===== config.mk =====
export PLATFORM = sky130hd
export DESIGN_NAME = serial_subtractor
export DESIGN_NICKNAME = d
export VERILOG_FILES = /design/src/rtl/serial_subtractor.sv
export SDC_FILE = /design/constraint.sdc
export NUM_CORES = 1
export LEC_CHECK = 0
export BUFFER_PORTS_ARGS = -buffer_cell sky130_fd_sc_hd__buf_2
export CORE_MARGIN = 5
export CORE_UTILIZATION = 53
export DETAILED_ROUTE_END_ITERATION = 10
export GPL_TIMING_DRIVEN = 0
export MAX_ROUTING_LAYER = met4
export PLACE_DENSITY = 0.76
export SLEW_MARGIN = 20
export SYNTH_ARGS = -nofsm -noshare
export SYNTH_HDL_FRONTEND = slang
export SYNTH_SLANG_ARGS = --single-unit

===== constraint.sdc =====
create_clock -name clk -period 2 [get_ports clk]
set_clock_uncertainty 0.15 [all_clocks]
set_input_delay 0.4 -clock clk [delete_from_list [all_inputs] [get_ports clk]]
set_output_delay 0.4 -clock clk [all_outputs]
set_load 0.005 [all_outputs]

===== src/rtl/serial_subtractor.sv =====
// rtl/serial_subtractor.sv - bit-serial borrow-ripple subtractor, D = A - B - BI, LSB first
module serial_subtractor #(
    parameter int SIZE = 4,
    parameter int CW   = 3
) (
    input  logic            clk,
    input  logic            rst_n,
    input  logic            start,
    input  logic [SIZE-1:0] A,
    input  logic [SIZE-1:0] B,
    input  logic            BI,
    output logic [SIZE-1:0] D,
    output logic            BO,
    output logic            Z,
    output logic            V,
    output logic            busy,
    output logic            done
);

    typedef enum logic [1:0] {
        S_IDLE  = 2'd0,
        S_SHIFT = 2'd1,
        S_DONE  = 2'd2
    } state_t;

    localparam logic [CW-1:0] LAST_CNT = CW'(SIZE - 1);

    state_t          state_q, state_d;
    logic [SIZE-1:0] ra_q, ra_d;
    logic [SIZE-1:0] rb_q, rb_d;
    logic            br_q, br_d;
    logic            sign_a_q, sign_a_d;
    logic            sign_b_q, sign_b_d;
    logic [CW-1:0]   cnt_q, cnt_d;
    logic [SIZE-1:0] res_q, res_d;
    logic [SIZE-1:0] d_q, d_d;
    logic            bo_q, bo_d;
    logic            z_q, z_d;
    logic            v_q, v_d;

    logic            diff_bit;
    logic            borrow_nxt;
    logic [SIZE-1:0] res_shifted;

    // Single full-subtractor cell working on the current LSB of the operand shifters
    always_comb begin
        diff_bit    = ra_q[0] ^ rb_q[0] ^ br_q;
        borrow_nxt  = (~ra_q[0] & rb_q[0]) | (~(ra_q[0] ^ rb_q[0]) & br_q);
        res_shifted = {diff_bit, res_q[SIZE-1:1]};
    end

    // Next-state and datapath update; published results only move on the final shift edge
    always_comb begin
        state_d  = state_q;
        ra_d     = ra_q;
        rb_d     = rb_q;
        br_d     = br_q;
        sign_a_d = sign_a_q;
        sign_b_d = sign_b_q;
        cnt_d    = cnt_q;
        res_d    = res_q;
        d_d      = d_q;
        bo_d     = bo_q;
        z_d      = z_q;
        v_d      = v_q;

        case (state_q)
            S_IDLE, S_DONE: begin
                if (start) begin
                    ra_d     = A;
                    rb_d     = B;
                    br_d     = BI;
                    sign_a_d = A[SIZE-1];
                    sign_b_d = B[SIZE-1];
                    cnt_d    = '0;
                    res_d    = '0;
                    state_d  = S_SHIFT;
                end else begin
                    state_d  = S_IDLE;
                end
            end
            S_SHIFT: begin
                res_d = res_shifted;
                ra_d  = ra_q >> 1;
                rb_d  = rb_q >> 1;
                br_d  = borrow_nxt;
                cnt_d = cnt_q + CW'(1);
                if (cnt_q == LAST_CNT) begin
                    d_d     = res_shifted;
                    bo_d    = borrow_nxt;
                    z_d     = (res_shifted == '0);
                    v_d     = (sign_a_q ^ sign_b_q) & (res_shifted[SIZE-1] ^ sign_a_q);
                    state_d = S_DONE;
                end
            end
            default: begin
                state_d = S_IDLE;
            end
        endcase
    end

    // State and datapath registers; reset aborts any operation and clears every result
    always_ff @(posedge clk) begin
        if (!rst_n) begin
            state_q  <= S_IDLE;
            ra_q     <= '0;
            rb_q     <= '0;
            br_q     <= 1'b0;
            sign_a_q <= 1'b0;
            sign_b_q <= 1'b0;
            cnt_q    <= '0;
            res_q    <= '0;
            d_q      <= '0;
            bo_q     <= 1'b0;
            z_q      <= 1'b0;
            v_q      <= 1'b0;
        end else begin
            state_q  <= state_d;
            ra_q     <= ra_d;
            rb_q     <= rb_d;
            br_q     <= br_d;
            sign_a_q <= sign_a_d;
            sign_b_q <= sign_b_d;
            cnt_q    <= cnt_d;
            res_q    <= res_d;
            d_q      <= d_d;
            bo_q     <= bo_d;
            z_q      <= z_d;
            v_q      <= v_d;
        end
    end

    assign D    = d_q;
    assign BO   = bo_q;
    assign Z    = z_q;
    assign V    = v_q;
    assign busy = (state_q == S_SHIFT);
    assign done = (state_q == S_DONE);

endmodule


## Word level (Yosys, flattened, before mapping)

Cells that the tools add are included.
Widths: inputs -> output; s select.

| word-level totals | value |
|---|---|
| output and inout bits | 9 |
| logic and storage cells | 48 |
| input port bits | 12 |
| bits in registers | 27 |

| operators by class | value |
|---|---|
| mux-type cells | 13 |
| eq/ne operators | 5 |
| bitwise gates (word level) | 10 |
| $add $sub $neg | 1 |
| reductions and logical operators | 7 |

Operator list:

| cell | number |
|---|---|
| $pmux 4 s2 | 3 |
| $mux 4 | 3 |
| $pmux 3 s2 | 1 |
| $reduce_and 2->1 | 3 |
| $logic_not 4->1 | 1 |
| $pmux 2 s2 | 1 |
| $xor 1x1->1 | 4 |
| $add 3x1->3 const B | 1 |
| $and 1x1->1 | 3 |
| $eq 3x2->1 const B | 1 |
| $mux 3 | 1 |
| $eq 2x1->1 const B | 1 |
| $eq 2x2->1 const B | 1 |
| $logic_not 2->1 | 1 |
| $mux 1 | 2 |
| $mux 2 | 1 |
| $ne 2x1->1 const B | 1 |
| $ne 2x2->1 const B | 1 |
| $not 1->1 | 2 |
| $pmux 1 s2 | 1 |
| $reduce_bool 2->1 | 1 |
| $reduce_or 2->1 | 1 |
| $or 1x1->1 | 1 |

## Longest topological paths before layout

| logic depth | value |
|---|---|
| depth after elaboration | 5 |
| gate-level depth with buffers | 6 |
| mapped depth without buffers | 5 |

## Worst setup path before layout

OpenSTA, ideal clock, no wires.

| timing | value |
|---|---|
| kind | register to register |
| start | register rb_q[0] |
| end | register z_q (netlist: Z) |
| required time | 1.774 ns |
| cell stages (with the launch flop) | 6 |
| setup slack | 0.441 ns |
| buffers on the path | 0 |
| library setup time | 0.076 ns |
| arrival time | 1.334 ns |
| cell sequence | dfxtp_1 inv_1 fa_1 nor4_1 nand2_1 a21boi_0 |

| between the ends | value |
|---|---|
| cells in the longest elaborated chain, start to end | 3 |

RTL lines:

| item | line | text |
|---|---|---|
| from (decl) | 30 | `logic [SIZE-1:0] rb_q, rb_d;` |
| from (signal assigned) | 120 | `rb_q <= rb_d;` |
| $xor 1x1->1 (2 in series) | 47 | `diff_bit = ra_q[0] ^ rb_q[0] ^ br_q;` |
| named net diff_bit | 41 | `logic diff_bit;` |
| $logic_not 4->1 | 91 | `z_d = (res_shifted == '0);` |
| to (signal assigned) | 128 | `z_q <= z_d;` |
| to (decl) | 38 | `logic z_q, z_d;` |

The timed path passes the listed nets, and every way through them passes these cells.
A chain may end at the register's enable or synchronous reset.

## Final worst setup path

| timing | value |
|---|---|
| start | register state_q[0] |
| end | output port busy |

| between the ends | value |
|---|---|
| cells in the longest elaborated chain, start to end | 1 |

RTL lines:

| item | line | text |
|---|---|---|
| from (decl) | 28 | `state_t state_q, state_d;` |
| from (signal assigned) | 118 | `state_q <= state_d;` |
| $eq 2x1->1 | 137 | `assign busy = (state_q == S_SHIFT);` |
| to (decl) | 16 | `output logic busy,` |

Every way passes these cells.

==> flow_metrics.tcl <==
set metrics [dict create \
    die_x_um 57.1 \
    initial_utilization_pct 54.3 \
    h-tree-depth 1 \
    startpoint_type "flip-flop" \
    coreArea_sq_mm 0.00217 \
    hold_buffers 0 \
    grt_setup_unrepaired "no" \
    nFillCells 213 \
    hold_violations 0 \
    synthFlopType "dfxtp_1" \
    drive_above_1_share_pct 22.1 \
    worstSetupPathType "reg -> out" \
    diodes 0 \
    busiest_layer "met2" \
    num_rows 17 \
    syn_nets 147 \
    met1_usage_pct 20.1 \
    io_buffers 20 \
    register_area_sq_um 520 \
    synthCells 131 \
    gp_congestion 0.764 \
    die_area_sq_mm 0.00326 \
    io_pins 21 \
    cts.path.max_buffers 2 \
    synth_cell_types 33 \
    numCtsBuffers 3 \
    p_leak_uw 0.000572 \
    grt_usage_pct 16.6 \
    p_per_area_mw_per_mm2 693 \
    antenna_found_initial 0 \
    synth_edf_count 0 \
    ys_seq_elements 26 \
    multiInputGateArea_sq_um 557 \
    critical_path_buf_inv_count 3 \
    critical_path_arrival_ns 1.27 \
    cts.sinks 26 \
    drt_iter0_markers 16 \
    slowest_stage "dfxtp_1" \
    status "finished, final reports clean" \
    drt_wl_total_um 2320 \
    relSlewSlack_pct 73.3 \
    grt_util_met2_pct 28.1 \
    area_growth_pct 13.4 \
    grt_pass1_vias 946 \
    postCtsSetupBuffers 0 \
    post_cts_resized 0 \
    final_nets 172 \
    clk_latency_ns 0.31 \
    root_buffer "clkbuf_4" \
    cp.required_ns 1.45 \
    detail_route.first_pass.iterations 4 \
    setup_viol 0 \
    grt_max_degree 14 \
    drc 0 \
    final_common_cell "nand2_1" \
    drtAntennaViolNets 0 \
    max_stage_delay_ns 0.44 \
    grt_pass1_wl_um 4200 \
    fmax_mhz 548 \
    path_cells "nand2b_1 -> buf_4 -> inv_1 -> buf_2" \
    grtUsageMet3_pct 2.71 \
    peakVddDrop_mv 0.451 \
    yosysSeqAreaShare_pct 44.2 \
    post-route-period-util_pct 91.2 \
    cts_tree "built" \
    hold_path.class "in -> reg" \
    cts.reportedPaths.clkPinSlew_ns 0.13 \
    fin_crit_ns 1.82 \
    netlist_area_sq_mm 0.00118 \
    syn-mean-instance-area_sq_um 8.99 \
    stdcell_count 182 \
    yosysWarningCount 0 \
    max_cap_viol_count 0 \
    end_kind "output port" \
    die_h_um 57.1 \
    finalMaxSlewViolations 0 \
    crit_family "buffers and inverters" \
    dp_hpwl_um 1780 \
    dp_cells 179 \
    path_max_fanout 8 \
    layout.cells.most_common_list "nand2_1, dfxtp_1, buf_2" \
    gr-total-overflow 0 \
    fin_setup_tns_ns 0 \
    worst_pin_slew_ns 0.401 \
    routed_via_density 5.32 \
    synthArstFlopShare_pct 0 \
    vias 968 \
    wire_per_inst_um 12.8 \
]
-- worst min-delay path, stage by stage --
cell     delay, ns
buf_2         0.09
nand2_1       0.04
a31oi_1       0.07
-- flip-flops by register name, indices dropped and copies added (netlist names), 2 cells and up --
name / cells
cnt_q: 3
res_q: 3
rb_q: 4
D: 4
ra_q: 4
state_q: 2
-- final cells by class --
class	count	share of cell area [%]
inverter	5	1.41
clock buffer	3	1.69
buffer	9	6.09
multi-input combinational	91	41.7
tap	28	2.62
timing repair buffer	20	7.50
sequential	26	39.0
-- path summary, 6_finish.rpt --
path / from / to / slack, ns / cells past startpoint
hold reg to reg: D[2] / D[2] / 0.32 / 2
setup / recovery: state_q[0] / busy / 0.18 / 4
hold / removal: B[0] / rb_q[0] / 0.18 / 3
setup reg to reg: rb_q[0] / Z / 0.30 / 5
-- metal layers --
layer | share of wire (%) | up-vias | wire length [um]
li1 | - | 488 | -
met1 | 46 | 464 | 1070
met2 | 50 | 12 | 1160
met3 | 3.0 | 4 | 69
met4 | 1.1 | 0 | 25
met5 | 0 | - | 0
-- cell families after synthesis --
family / share of synthesized area [%]
flip-flops: 44.2
buffers and inverters: 8.50
AND/OR/NAND/NOR: 22.2
AO/OA/AOI/OAI: 19.6
adder cells (fa/ha/maj): 5.53
-- stage by stage --
stage / util (%) / setup slack [ns] / power [uW] / hold WS [ns] / instance area (sq um)
4_1_cts: 61.5 / 0.176 / 931 / 0.172 / 1340
3_3_place_gp: 60.5 / 0.326 / 718 / 0.298 / 1310
2_1_floorplan: - / 0.441 / 679 / 0.293 / 1180
3_5_place_dp: 60.5 / 0.311 / 724 / 0.305 / 1310
6_report: 61.5 / 0.176 / 926 / 0.176 / 1340
5_1_grt: 61.5 / 0.0468 / 978 / 0.162 / 1340
-- power breakdown --
| part | switching (uW) | internal (uW) | total (uW) |
|---|---|---|---|
| clock network | 144 | 70.5 | 214 |
| logic | 76.7 | 72.6 | 149 |
| registers | 19.2 | 543 | 562 |
-- Yosys cell counts (3+ instances only) --
master	number	area (sq um)
dfxtp_1	26	521
nor2_1	4	15.0
a31oi_1	6	37.5
a21boi_1	6	45.0
o21a_1	3	22.5
inv_1	5	18.8
nand2_1	30	113
buf_4	3	22.5
nand3_1	4	20.0
a21boi_0	6	45.0
o21ai_0	8	40.0
Note: power is estimated with default switching activity, not from simulation.
